**config.mk**
```make
export PLATFORM = sky130hd
export DESIGN_NAME = ripple_cnt_ctl
export DESIGN_NICKNAME = d
export VERILOG_FILES = /design/src/rtl/ripple_cnt_pkg.sv /design/src/rtl/ripple_slice2.sv /design/src/rtl/ripple_cnt_ctl.sv
export SDC_FILE = /design/constraint.sdc
export NUM_CORES = 1
export LEC_CHECK = 0
export ABC_AREA = 1
export BUFFER_PORTS_ARGS = -buffer_cell sky130_fd_sc_hd__buf_2
export CORE_MARGIN = 2
export CORE_UTILIZATION = 50
export DETAILED_ROUTE_END_ITERATION = 10
export PLACE_DENSITY = 0.79
export SYNTH_ARGS = -nofsm -noshare
export SYNTH_HDL_FRONTEND = slang
export SYNTH_SLANG_ARGS = --single-unit
```
**constraint.sdc**
```tcl
create_clock -name CLK -period 8.85 [get_ports CLK]
set_input_delay 1.77 -clock CLK [delete_from_list [all_inputs] [get_ports CLK]]
set_output_delay 1.77 -clock CLK [all_outputs]
set_load 0.05 [all_outputs]
```
**src/rtl/ripple_cnt_pkg.sv**
```systemverilog
// Shared types for the ripple counter: FSM states, count direction and slice operating modes.
package ripple_cnt_pkg;

    typedef enum logic [1:0] {
        IDLE = 2'd0,
        RUN  = 2'd1,
        DONE = 2'd2
    } state_e;

    typedef enum logic [1:0] {
        ADD    = 2'd0,
        SUB    = 2'd1,
        A_GE_B = 2'd2
    } slice_mode_e;

    localparam logic DIR_UP = 1'b1;
    localparam logic DIR_DN = 1'b0;

endpackage

```
**src/rtl/ripple_slice2.sv**
```systemverilog
// 2-bit add/subtract/compare slice; FCI/FCO chain between neighbouring slices.
module ripple_slice2
    import ripple_cnt_pkg::*;
(
    input  logic [1:0]  A,
    input  logic [1:0]  B,
    input  logic        FCI,
    input  slice_mode_e MODE,
    output logic [1:0]  F,
    output logic        FCO
);

    logic [1:0] b_eff;
    logic [2:0] sum;

    // SUB and A_GE_B both form A + ~B + FCI; FCI is the active-low borrow-in,
    // and a set FCO out of the top slice means A >= B.
    always_comb begin
        b_eff = (MODE == ADD) ? B : ~B;
        sum   = {1'b0, A} + {1'b0, b_eff} + {2'b00, FCI};
        F     = (MODE == A_GE_B) ? 2'b00 : sum[1:0];
        FCO   = sum[2];
    end

endmodule

```
**src/rtl/ripple_cnt_ctl.sv**
```systemverilog
// Loadable up/down counter on a 2-bit slice chain with load handshake, TC/GE flags and one-shot FSM.
// Define RIPPLE_CNT_SAT_EN to make free-running (ONESHOT=0) counting saturate at the terminal value.
module ripple_cnt_ctl
    import ripple_cnt_pkg::*;
#(
    parameter int               WIDTH   = 8,
    parameter int               ONESHOT = 0,
    parameter logic [WIDTH-1:0] TC_UP   = '1,
    parameter logic [WIDTH-1:0] TC_DN   = '0
) (
    input  logic             CLK,
    input  logic             LSR,
    input  logic             CE,
    input  logic             LD_VLD,
    output logic             LD_RDY,
    input  logic [WIDTH-1:0] LDATA,
    input  logic             UPDN,
    input  logic [WIDTH-1:0] CMPV,
    output logic [WIDTH-1:0] Q,
    output logic             TC,
    output logic             GE,
    output logic             BUSY
);

    localparam int NS  = WIDTH / 2;
    localparam bit ONE = (ONESHOT != 0);

    state_e           state_q;
    logic [WIDTH-1:0] q_q;
    logic             dir_q;
    logic             tc_q;
    logic             ge_q;

    logic [WIDTH-1:0] cnt_d;
    logic             ge_d;
    logic [NS:0]      cnt_c;
    logic [NS:0]      cmp_c;
    logic [WIDTH-1:0] cmp_f;
    slice_mode_e      cnt_mode;
    logic [WIDTH-1:0] term;
    logic             at_term;
    logic             cnt_hit;
    logic             sat_hold;
    logic             unused_bits;

    always_comb begin
        cnt_mode = (dir_q == DIR_UP) ? ADD : SUB;
        term     = (dir_q == DIR_UP) ? TC_UP : TC_DN;
    end

    // Up: add 0 with carry-in 1. Down: add ~0 with borrow-in asserted (FCI=0).
    assign cnt_c[0] = (dir_q == DIR_UP);
    assign cmp_c[0] = 1'b1;

    genvar g;
    generate
        for (g = 0; g < NS; g++) begin : g_slice
            ripple_slice2 u_cnt (
                .A    (q_q[2*g +: 2]),
                .B    (2'b00),
                .FCI  (cnt_c[g]),
                .MODE (cnt_mode),
                .F    (cnt_d[2*g +: 2]),
                .FCO  (cnt_c[g+1])
            );
            ripple_slice2 u_cmp (
                .A    (q_q[2*g +: 2]),
                .B    (CMPV[2*g +: 2]),
                .FCI  (cmp_c[g]),
                .MODE (A_GE_B),
                .F    (cmp_f[2*g +: 2]),
                .FCO  (cmp_c[g+1])
            );
        end
    endgenerate

    assign ge_d        = cmp_c[NS];
    assign unused_bits = ^{cnt_c[NS], cmp_f};
    assign at_term     = (q_q == term);
    assign cnt_hit     = (cnt_d == term);

`ifdef RIPPLE_CNT_SAT_EN
    assign sat_hold = !ONE && at_term;
`else
    assign sat_hold = 1'b0;
`endif

    // A load presented in RUN still wins over a pending count; LD_RDY only
    // advertises that no count would be competing with it.
    always_ff @(posedge CLK or posedge LSR) begin
        if (LSR) begin
            state_q <= IDLE;
            q_q     <= '0;
            dir_q   <= DIR_UP;
            tc_q    <= 1'b0;
            ge_q    <= 1'b1;
        end else begin
            ge_q <= ge_d;
            tc_q <= 1'b0;
            if (LD_VLD) begin
                q_q     <= LDATA;
                dir_q   <= UPDN;
                state_q <= RUN;
            end else if (state_q == RUN && CE) begin
                if (ONE && at_term) begin
                    state_q <= DONE;
                end else if (!sat_hold) begin
                    q_q  <= cnt_d;
                    tc_q <= cnt_hit;
                    if (ONE && cnt_hit)
                        state_q <= DONE;
                end
            end
        end
    end

    assign LD_RDY = !LSR && ((state_q != RUN) || !CE);
    assign Q      = q_q;
    assign TC     = tc_q;
    assign GE     = ge_q;
    assign BUSY   = (state_q == RUN);

endmodule

```
[Yosys cells after proc, flatten, opt, wreduce, memory -nomap -nowiden]
Index checks and enable logic that the tools add are counted.
Operators by class
  $add $sub $neg: 16
  eq/ne operators: 2
  mux-type cells: 11
  bitwise operators: 5
  reduce and logical (&&, ||, !) cells: 7
Operators by type and width (number)
  $mux 8: 3
  $add 2x2->3: 7
  $add 3x1->3: 6
  $mux 2: 5
  $eq 8x8->1: 1
  $not 2->2: 4
  $add 3x1->3 const B: 1
  $mux 1: 3
  $add 2x1->2: 1
  $add 2x2->2: 1
  $eq 1x2->1 const B: 1
  $logic_and 1x1->1: 2
  $logic_not 1->1: 2
  $logic_not 2->1: 1
  $reduce_bool 2->1: 1
  $logic_or 1x1->1: 1
  $not 1->1: 1
Storage, ports and cells
  flip-flop bits (word level): 12
  output and inout port bits: 12
  word-level logic and storage cells: 46

[Depth between registers and ports, before layout]
  depth in word-level cells: 12
  depth in mapped cells: 16
  depth with buffers taken out: 16

[Cells and area by module]
From an unflattened synthesis, not the netlist that was laid out.
Second synthesis, totals
  cells, all modules: 185
  area total of the unflattened synthesis: 1370.1 um2
By module, submodules not included
  ripple_slice2: times used 8, cells an instance 14, area each 97.6 um2, seq. area each 0.0 um2
  ripple_cnt_ctl: times used 1, cells an instance 73, area each 589.3 um2, seq. area each 302.8 um2

[Worst setup path before layout]
No wires, ideal clock.
  path kind: input to output
  start point: input CE
  end point: output LD_RDY
  data arrival time: 2536 ps
  required time: 7080 ps
  path slack: 4544 ps
  stages on the path: 3
  path buffers: 0
  path through: nand2_1 inv_1 nor2_1
Between the ends
  longest elaborated chain between the ends: 3
Ends and longest elaborated chain
  from (decl): line ripple_cnt_ctl.sv:13  | input logic CE,
  $logic_not 1->1: line ripple_cnt_ctl.sv:117  | assign LD_RDY = !LSR && ((state_q != RUN) || !CE);
  $logic_or 1x1->1: line ripple_cnt_ctl.sv:117
  $logic_and 1x1->1: line ripple_cnt_ctl.sv:117
  to (decl): line ripple_cnt_ctl.sv:15  | output logic LD_RDY,
No other way between the ends.

[Worst setup path in the final report]
Ends and elaborated chain as after synthesis.

==> impl_metrics.yaml <==
run_status:
  outcome: "complete, no violations"
cells_and_area:
  regArea_sq_um: 303
  area_growth_pct: 23.1
  finish.utilization_pct: 64.9
  multi_input_area_sq_um: 502
  final_cell_count_no_fill: 168
  nets: 180
  antennaDiodeCount: 0
  fin_area_sq_mm: 0.00112
  nFillCells: 152
  drive_above_1_share_pct: 29.4
clock_network:
  root_buffer: "clkbuf_4"
  hold_buffers: 0
  clk_latency_ns: 0.27
  cts_tree: "built"
  cts_resized: 0
  clk_pin_slew_ns: 0.07
  cts.path.max_buffers: 2
  cts.sinks: 12
  post_cts_buffers: 0
  cts_buffers: 3
  htree_levels: 1
sta:
  finalSetupViolCount: 0
  fin_skew_ns: 0.00229
  finalSetupTns_ns: 0
  max_freq_mhz: 244
  max_slew_margin_pct: 65.0
  rsz0062_at_grt: "no"
  whs_ns: 0.515
  fin_ws_ns: 4.75
  fin_crit_sh_pct: 46.3
  finalCriticalPeriod_ns: 4.10
  hold_viol: 0
  drv_slew: 0
  max_slew.worst_pin.slew_ns: 0.523
placed_design:
  postPlaceCellArea_sq_mm: 0.00110
  dp_hpwl_mm: 1.61
  numPortBuffers: 32
  place_congestion: 0.836
  post-place-ws_ns: 4.76
  place_inst: 165
floorplan:
  num_rows: 15
  io_pins: 33
  start_util_pct: 52.7
  fp.dieW_microns: 46.7
  dieHeight_microns: 46.7
  die_area_sq_mm: 0.00218
  core_area_sq_mm: 0.00173
global_routing:
  grt_start_max_net_pins: 14
  groute.usage.overall_pct: 21.0
  antenna_found_initial: 0
  grt.overflow.total: 0
  grt_pass1_wl_mm: 3.13
  grt_pass1_vias: 738
route:
  first_pass_iters: 4
  wl_mm: 2.06
  routed_via_density: 4.98
  ant_nets: 0
  wl_per_cell_microns: 12.3
  drc: 0
  vias: 836
  drt_iter0_markers: 3
worst_setup_path:
  required_ns: 7.08
  end_kind: "primary output"
  start_kind: "primary input"
  cp_max_fo: 2
  arrival_ns: 2.33
  crit_type: "in2out"
logic_synthesis:
  synth-seq-area-share_pct: 33.3
  syn_nets: 144
  ys_types: 20
  synth-seq-cells: 12
  syn_inst: 109
  synth_warnings: 0
  syn_area_per_cell_sq_um: 8.35
  syn_area_sq_um: 910
job:
  maxCapViolCount: 0
pwr:
  p_int_mw: 0.120
  p_seq_share_pct: 32.4
  cellPowerDensity_mw_per_mm2: 207
  ir_drop_uv: 109
  clkPwrFrac_pct: 14.7
  switching_share_pct: 47.9
  power_mw: 0.231
  power_leakage_nw: 0.629
  pwr-share-comb_pct: 52.9
  power.net_switching_mw: 0.111
worst_hold_path:
  hold_class: "reg2reg"
-- flip-flops by register name, summed over array words and instances (netlist names) --
register / cells
TC: 1
GE: 1
dir_q: 1
Q: 8
state_q: 1
-- critical path: stages --
cell and delay, ns:
buf_2 0.10, nand2_1 0.07, inv_1 0.06, nor2_1 0.07
buf_2 0.26
-- logic make-up after synthesis --
kind of cell	share of synthesized area [%]
fa+ha+maj	24.2
compound gates	7.57
xor+xnor	2.89
flops	33.3
buf+inv	11.6
simple gates	20.5
-- power by group through the flow --
stage / Combinational (mW) / Sequential (mW) / Clock, mW
floorplan: 0.0637 / 0.105 / 0
global placement: 0.117 / 0.0752 / 0
detailed placement: 0.122 / 0.0759 / 0
CTS: 0.123 / 0.0750 / 0.0337
global route: 0.133 / 0.0770 / 0.0363
finish: 0.123 / 0.0750 / 0.0339
-- cell type report --
type	count	area share [%]
sequential	12	27.0
timing repair buffer	32	14.3
multi-input combinational	69	44.8
tap	25	2.79
clock buffer	3	2.01
inverter	27	9.05
-- layout by cell type (no fill, tap or decap), types with 3 or more instances in the layout --
| cell type | n |
|---|---|
| fa_1 | 6 |
| clkbuf_4 | 3 |
| o211ai_1 | 4 |
| nor2_1 | 4 |
| inv_1 | 25 |
| ha_1 | 8 |
| nand2_1 | 33 |
| dfrtp_1 | 10 |
| buf_2 | 32 |
-- path summary, 6_finish.rpt --
path                            start         end  slack [ns]  depth (start not counted)
min                        state_q[0]  state_q[0]        0.52                          1
max in group asynchronous         LSR       dir_q        7.00                          2
min reg2reg                state_q[0]  state_q[0]        0.52                          1
max                                CE      LD_RDY        4.75                          5
max reg2reg                     dir_q          TC        5.10                         10
min in group asynchronous         LSR  state_q[0]        1.51                          2
-- Yosys cell counts (all sizes together) --
library cell | count | share of area, %
inv | 27 | 11
xor2 | 1 | 0.96
fa | 6 | 13
o221ai | 2 | 1.9
o211ai | 4 | 3.3
nor2 | 4 | 1.7
or2 | 1 | 0.69
nand4 | 1 | 0.69
o21ai | 1 | 0.55
dfstp | 2 | 5.8
ha | 8 | 11
xnor2 | 2 | 1.9
clkbuf | 1 | 0.41
a41oi | 1 | 1.8
nand3 | 2 | 1.1
dfrtp | 10 | 28
nor4 | 3 | 2.8
nand2 | 33 | 14
-- routing by layer --
metal	routed length, microns	vias to the layer above	share of wire [%]	track usage, %
met5	0	-	0	0
met4	28	0	1.4	8.33
met3	92	4	4.5	2.35
met2	1050	29	51	37.2
met1	887	399	43	25.9
li1	-	404	-	-
Power figures use the tool's default switching activity.
